File: config.mk
export PLATFORM = sky130hd
export DESIGN_NAME = mem_rr_arbiter
export DESIGN_NICKNAME = d
export VERILOG_FILES = /design/src/rtl/mem_rr_arbiter.sv
export SDC_FILE = /design/constraint.sdc
export NUM_CORES = 1
export LEC_CHECK = 0
export CAP_MARGIN = 20
export CELL_PAD_IN_SITES_DETAIL_PLACEMENT = 1
export CELL_PAD_IN_SITES_GLOBAL_PLACEMENT = 2
export CORE_MARGIN = 2
export CORE_UTILIZATION = 30
export DETAILED_ROUTE_END_ITERATION = 10
export PLACE_DENSITY = 0.73
export SLEW_MARGIN = 5
export SYNTH_ARGS = -nofsm -noshare
export SYNTH_HDL_FRONTEND = slang
export SYNTH_SLANG_ARGS = --single-unit
File: constraint.sdc
create_clock -name cpu_clk -period 2.39 [get_ports cpu_clk]
set_clock_uncertainty 0.2 [all_clocks]
set_input_delay 0.478 -clock cpu_clk [delete_from_list [all_inputs] [get_ports cpu_clk]]
set_output_delay 0.478 -clock cpu_clk [all_outputs]
set_load 0.1 [all_outputs]
File: src/rtl/mem_rr_arbiter.sv
// Round-robin shared-memory-port arbiter with owner hold, done/drop release and hold-budget preemption.
// Optional preemption statistics counter enabled by defining MEM_ARB_STATS_EN.
module mem_rr_arbiter #(
    parameter int NUM_REQ  = 4,
    parameter int MAX_HOLD = 16,
    parameter int ID_W     = 2
) (
    input  logic                cpu_clk,
    input  logic                cpu_rst,
    input  logic [NUM_REQ-1:0]  req,
    input  logic [NUM_REQ-1:0]  done,
    output logic [NUM_REQ-1:0]  grant,
    output logic [ID_W-1:0]     grant_id,
    output logic                busy,
    output logic                preempt
`ifdef MEM_ARB_STATS_EN
    ,
    input  logic                stats_clr,
    output logic [15:0]         preempt_cnt
`endif
);

    typedef enum logic [1:0] {
        ST_IDLE = 2'd0,
        ST_OWN  = 2'd1,
        ST_GAP  = 2'd2
    } state_t;

    localparam logic [ID_W-1:0] LAST_ID   = ID_W'(NUM_REQ - 1);
    localparam logic [7:0]      HOLD_LAST = 8'(MAX_HOLD - 1);

    state_t              state_q, state_d;
    logic [ID_W-1:0]     ptr_q, ptr_d;
    logic [7:0]          hold_cnt_q, hold_cnt_d;
    logic [NUM_REQ-1:0]  grant_q, grant_d;
    logic [ID_W-1:0]     grant_id_q, grant_id_d;
    logic                preempt_q, preempt_d;

    logic [ID_W-1:0]     win;
    logic                win_found;
    logic [ID_W-1:0]     scan_idx;

    // Upward scan from ptr; wrap is an explicit compare so non-power-of-two NUM_REQ works.
    always_comb begin
        win       = ptr_q;
        win_found = 1'b0;
        scan_idx  = ptr_q;
        for (int i = 0; i < NUM_REQ; i++) begin
            if (!win_found && req[scan_idx]) begin
                win       = scan_idx;
                win_found = 1'b1;
            end
            scan_idx = (scan_idx == LAST_ID) ? '0 : scan_idx + ID_W'(1);
        end
    end

    logic owner_done;
    logic owner_req;
    logic hold_limit;

    assign owner_done = done[grant_id_q];
    assign owner_req  = req[grant_id_q];
    assign hold_limit = (hold_cnt_q == HOLD_LAST);

    always_comb begin
        state_d    = state_q;
        ptr_d      = ptr_q;
        hold_cnt_d = hold_cnt_q;
        grant_d    = grant_q;
        grant_id_d = grant_id_q;
        preempt_d  = 1'b0;
        case (state_q)
            ST_IDLE, ST_GAP: begin
                grant_d = '0;
                if (win_found) begin
                    state_d       = ST_OWN;
                    grant_d[win]  = 1'b1;
                    grant_id_d    = win;
                    hold_cnt_d    = '0;
                end else begin
                    state_d = ST_IDLE;
                end
            end
            ST_OWN: begin
                if (owner_done || !owner_req || hold_limit) begin
                    state_d   = ST_GAP;
                    grant_d   = '0;
                    ptr_d     = (grant_id_q == LAST_ID) ? '0 : grant_id_q + ID_W'(1);
                    // Only a pure timeout counts as preemption; a coincident done is a normal release.
                    preempt_d = hold_limit && !owner_done && owner_req;
                end else if (hold_cnt_q != HOLD_LAST) begin
                    hold_cnt_d = hold_cnt_q + 8'd1;
                end
            end
            default: begin
                state_d = ST_IDLE;
                grant_d = '0;
            end
        endcase
    end

    always_ff @(posedge cpu_clk or negedge cpu_rst) begin
        if (!cpu_rst) begin
            state_q    <= ST_IDLE;
            ptr_q      <= '0;
            hold_cnt_q <= '0;
            grant_q    <= '0;
            grant_id_q <= '0;
            preempt_q  <= 1'b0;
        end else begin
            state_q    <= state_d;
            ptr_q      <= ptr_d;
            hold_cnt_q <= hold_cnt_d;
            grant_q    <= grant_d;
            grant_id_q <= grant_id_d;
            preempt_q  <= preempt_d;
        end
    end

    assign grant    = grant_q;
    assign grant_id = grant_id_q;
    assign busy     = (state_q == ST_OWN);
    assign preempt  = preempt_q;

`ifdef MEM_ARB_STATS_EN
    logic [15:0] preempt_cnt_q;

    always_ff @(posedge cpu_clk or negedge cpu_rst) begin
        if (!cpu_rst) begin
            preempt_cnt_q <= '0;
        end else if (stats_clr) begin
            preempt_cnt_q <= '0;
        end else if (preempt_q && (preempt_cnt_q != 16'hFFFF)) begin
            preempt_cnt_q <= preempt_cnt_q + 16'd1;
        end
    end

    assign preempt_cnt = preempt_cnt_q;
`endif

endmodule

Yosys cells after proc, flatten, opt, wreduce, memory -nomap -nowiden:

Index checks and enable logic that the tools add are counted.

* reductions and logical operators: 19
* order comparisons: 7
* add/subtract/negate cells: 5
* multiplexer cells: 37
* equal/unequal tests: 12

Operators by type and width (count)
* two-way mux 8 bit: 3
* < comparator 2 x 3 -> 1 bit (second input constant): 6
* two-way mux 2 bit: 8
* case mux 8 bit (2 select lines): 1
* two-way mux 1 bit: 14
* binary-select mux 1 bit (select 2 bit): 6
* == test 2 bit (second input constant): 5
* adder 2 x 1 -> 2 bit (second input constant): 4
* adder 8 x 1 -> 8 bit (second input constant): 1
* == test 8 x 4 -> 1 bit (second input constant): 1
* two-way mux 4 bit: 2
* inequality test 8 x 4 -> 1 bit (second input constant): 1
* case mux 4 bit (2 select lines): 1
* logical AND 1 bit: 6
* zero test 1 bit: 5
* inequality test 2 x 1 -> 1 bit (second input constant): 2
* inequality test 2 bit (second input constant): 2
* case mux 2 bit (2 select lines): 1
* AND reduction 2 bit: 2
* AND reduction 4 bit: 1
* demux 1 bit (select 2 bit): 1
* == test 2 x 1 -> 1 bit (second input constant): 1
* >= comparator 2 x 1 -> 1 bit (second input constant): 1
* zero test 2 bit: 1
* 3 further kinds: 4

* flip-flop bits (word level): 19
* input bits: 10
* output and inout port bits: 8

Depth between registers and ports, before layout:

Gate-level depths: netlist of the first run.

* word-level depth: 18
* depth in mapped cells: 9
* depth with buffers taken out: 7

Worst setup path after synthesis of the first run:

Ideal clock, no wire load.

* kind: register -> register
* start: register grant_id_q[0], in the netlist grant_id[0]
* end: register hold_cnt_q[4]
* setup time: 0.129 ns
* arrival time: 2.330 ns
* period minus slack after synthesis: 2.659 ns
* stages on the path, launching flop included: 8
* data required time: 2.061 ns
* slack: -0.269 ns
* cells stage by stage: dfrtp_1 mux4_2 and3_1 clkbuf_1 buf_2 nand2_1 xor2_1 nor2_1

* cells in the longest elaborated chain, start to end: 7
* elaborated cells on any way between the ends: 9
* those cells by class: eq/ne: 1; mux: 4; reduce/logical: 4

Ends and longest elaborated chain
* start: declaration: RTL line 36 `logic [ID_W-1:0] grant_id_q, grant_id_d;`
* start signal: assignment: RTL line 115 `grant_id_q <= grant_id_d;`
* binary-select mux 1 bit (select 2 bit): RTL line 62 `assign owner_req = req[grant_id_q];`
* two-way mux 1 bit (not written as such): RTL line 62
* zero test 1 bit: RTL line 85 `if (owner_done || !owner_req || hold_limit) begin`
* logical OR 1 bit * (2 in series): RTL line 85
* inequality test 2 bit (no line) *
* AND reduction 4 bit (no line) *
* end signal: assignment: RTL line 113 `hold_cnt_q <= hold_cnt_d;`
* end: declaration: RTL line 34 `logic [7:0] hold_cnt_q, hold_cnt_d;`

Mark *: on every way between the ends. The rest lies on a longest branch, timed or not. The select of a mux whose other input is x is not followed.
A chain may end at the register's enable or synchronous reset.

Worst setup path after layout of the first run:

* start: register ptr_q[0]
* end: register hold_cnt_q[0]

* cells in the longest elaborated chain, start to end: 14
* elaborated cells on any way between the ends: 29
* those cells by class: add/sub: 3; eq/ne: 4; mux: 15; reduce/logical: 7

Ends and longest elaborated chain
* start: declaration: RTL line 33 `logic [ID_W-1:0] ptr_q, ptr_d;`
* start signal: assignment: RTL line 112 `ptr_q <= ptr_d;`
* parallel branches: the longest is 11 deep, another holds adder 2 x 1 -> 2 bit
* two-way mux 1 bit *: RTL line 49 `if (!win_found && req[scan_idx]) begin`
* inequality test 2 bit (no line) *
* AND reduction 4 bit (no line) *

Mark *: on every way between the ends. The select of a mux whose other input is x is not followed.

==> results of run 1 <==
through the flow:
stage / instances / TNS (ns) / total power, W
final: 236 / -0.0202 / 0.00277
after global routing: 236 / -0.448 / 0.00296
after CTS: 236 / -0.0318 / 0.00268
after detailed placement: 230 / -4.43 / 0.00228
after global placement: 230 / -3.85 / 0.00223
after floorplan: 149 / -0.181 / 0.00175
placed cells by master, fill, tap and decap left out, types with 3 or more instances in the layout:
master           instances
and3_1                   3
mux4_2                   3
clkbuf_8                 3
dlygate4sd2_1            3
nand3_1                  4
o21ai_2                  3
a21oi_2                  3
clkdlybuf4s50_1          6
inv_1                    5
nor2_1                  11
o21ai_0                  4
dfrtp_1                 17
nor2b_1                  7
buf_4                   29
xor2_1                   3
nand2b_1                 8
buf_6                    3
a21oi_1                  7
nand2_1                  8
cell families after synthesis:
logic type               count (synthesis)  synth area share
XOR/XNOR                                 5            0.0321
AO/OA/AOI/OAI                           43             0.225
AND/OR/NAND/NOR                         54             0.216
buffers and inverters                   17            0.0569
adder cells (fa/ha/maj)                  3            0.0275
multiplexers                             8            0.0945
flip-flops                              19             0.349
cell type report:
cell class                      count  area share
Clock inverter                      1     0.00265
Sequential cell                    19       0.253
Tap cell                           52      0.0344
Multi-Input combinational cell    113       0.487
Inverter                            6      0.0119
Clock buffer                        3      0.0218
Timing Repair Buffer               42       0.189
worst paths after layout:
check / startpoint / to / cells after the start
hold reg to reg: grant[0]$_DFFE_PN0P_ / grant[0]$_DFFE_PN0P_ / 2
max in group asynchronous: cpu_rst / grant_id[0]$_DFFE_PN0P_ / 2
min in group asynchronous: cpu_rst / preempt$_DFF_PN0_ / 2
hold / removal: grant[0]$_DFFE_PN0P_ / grant[0]$_DFFE_PN0P_ / 2
setup / recovery: ptr_q[0]$_DFFE_PN0P_ / hold_cnt_q[0]$_DFFE_PN0P_ / 7
setup reg to reg: ptr_q[0]$_DFFE_PN0P_ / hold_cnt_q[0]$_DFFE_PN0P_ / 7
critical path, stage by stage (launching register included):
cell	delay, ns
dfrtp_1	0.42
ha_4	0.32
xnor2_2	0.12
mux2_4	0.34
o31a_1	0.30
a31oi_4	0.27
nor2_4	0.07
mux2_4	0.26
flip-flops by register name, summed over array words and instances (netlist names):
name,flops
hold_cnt_q,8
grant_id,2
state_q,2
ptr_q,2
grant,4
preempt,1
cell usage after synthesis, types with 2 or more instances:
cell type	count	area (um^2)
buf_2	5	25.0
nor2b_1	7	43.8
nor3b_1	2	15.0
o21a_1	2	15.0
nand3_1	5	25.0
a31oi_1	2	12.5
nor2_1	11	41.3
dfrtp_1	19	475
mux2_4	2	30.0
xnor2_1	2	17.5
mux2i_1	2	20.0
inv_1	6	22.5
or3b_2	2	17.5
nand4_1	2	12.5
mux4_2	3	67.6
nand2_1	8	30.0
xor2_1	3	26.3
ha_1	3	37.5
a22o_1	2	17.5
clkbuf_1	4	15.0
and3_1	4	25.0
nand3b_1	2	15.0
a21o_1	2	15.0
a21oi_1	10	50.1
nand2b_1	8	50.1
o31a_1	2	17.5
a221oi_1	2	17.5
o21ai_0	8	40.0
per-layer routing:
metal,global-route usage,vias to the layer above,part of all wire
li1,-,615,-
met1,0.177,645,0.42
met2,0.293,9,0.56
met3,0.0141,4,0.010
met4,0.0524,0,0.0099
met5,0,-,0
timing repair:
action / in CTS / in global routing
setup buffers: 2 / 1
endpoints found under the setup margin: 10 / 14
pin swaps: 9 / 3
gates resized for setup: 21 / 10
gates cloned: 0 / 0
hold buffers: 0 / 0
hold endpoints to repair: 0 / 0
power groups by stage:
stage,Sequential (W),Combinational [W],Clock [W]
after global placement,0.000482,0.00174,0
final,0.000484,0.00207,0.000222
after global routing,0.000497,0.00222,0.000243
after CTS,0.000487,0.00197,0.000229
after detailed placement,0.000484,0.00179,0
after floorplan,0.000712,0.00103,0
==> impl_metrics.csv, run 1 <==
group,metric,value,unit
outcome,status,"finished with violations",
outcome,violations,"negative setup slack",
critical_path,worst_setup_path_end_kind,"flop",
place,gp_congestion,0.796,
power_and_ir_drop,power_frac_comb,0.745,
final_layout,fin_area,1890,um^2
route,routedWlPerCell,15.8,um
clock_network,numCtsBuffers,3,
floorplanning,die_x,71.4,um
clock_network,htreeDepth,1,
sta,period_needed,2.41,ns
sta,finalMaxSlewViolations,0,
clock_network,cts_tree,"built",
sta,hold_viol,0,
grt,overflow,0,
clock_network,cts_max_path_buffers,2,
power_and_ir_drop,intPower,0.00140,W
place,pre_cts_ws,-0.402,ns
grt,gr-usage-all-layers,0.153,
final_layout,area_growth,38.6,%
final_layout,final_util,0.434,
sta,tightest_slew,0.435,ns
final_layout,multiInputGateArea,921,um^2
critical_path,crit_fanout,5,
synthesis,synth_edf_count,0,
synthesis,synth_cell_types,47,
route,dr.pass1.iters,4,
route,routed_wl,3740,um
synthesis,ys_seq_elements,19,
critical_path,startpoint_type,"flop",
floorplanning,die-area,5100,um^2
power_and_ir_drop,p_per_area,1470,nW/um^2
power_and_ir_drop,p_sw,0.00138,W
run,maxCapViolCount,0,
grt,grt_pass1_vias,1385,
synthesis,synth_area,1360,um^2
synthesis,ys_warn_count,0,
floorplanning,rows,24,
synthesis,async_flop_share,1.00,
critical_path,worstSetupPathType,"reg2reg",
sta,fin_ws,-0.0202,ns
place,place_area,1720,um^2
sta,grt_setup_unrepaired,"true",
critical_path,critPathRequiredTime,2.33,ns
clock_network,path_clk_slew,0.07,ns
clock_network,cts_root_buffer,"clkbuf_8",
power_and_ir_drop,p_sw_frac,0.496,
synthesis,synth_area_per_cell,9.15,um^2
sta,max_freq,415,MHz
place,dpl.hpwl,2880,um
grt,antenna_found_initial,0,
sta,whs,0.293,ns
place,numPortBuffers,17,
synthesis,seq_area_frac_synth,0.349,
final_layout,drive_gt1_frac,0.364,
final_layout,seq_area,478,um^2
route,ant_nets,0,
clock_network,worstSkewPairLatency,0.25,ns
power_and_ir_drop,pwr-share-clk,0.080,
clock_network,cts_sinks,19,
power_and_ir_drop,p_leak,0.837,nW
power_and_ir_drop,ir_drop,0.000427,V
grt,grt_pass1_wl,6270,um
route,dr_total_vias,1273,
grt,grt_max_degree,21,
route,drt_iter0_markers,24,
critical_path,cp.arrival,2.35,ns
route,drc_errors,0,
floorplanning,pin_count,18,
floorplanning,die_h,71.4,um
worst_hold_path,hold_path.class,"reg2reg",
floorplanning,core_area,4350,um^2
power_and_ir_drop,seqPwrFrac,0.175,
critical_path,regToRegSetupSlack,-0.02,ns
floorplanning,initial_core_util,0.313,
final_layout,diodes,0,
final_layout,final_nets,198,
route,drt-vias-per-instance,5.39,
synthesis,netlist_instances,149,
synthesis,synth_flop_cell,"dfrtp_1",
sta,min_period_over_period,1.01,
sta,setup_viol_count_final,1,
sta,slew_headroom,0.705,
synthesis,syn-num-nets,162,
final_layout,nFillCells,505,
No activity file was read; power rests on OpenSTA's default activity.
==> run 2, diff against run 1 <==
- CTS_CLUSTER_SIZE: default -> 8
==> results of run 2 <==
Final layout, timing and power as in run 1 (identical DEF).
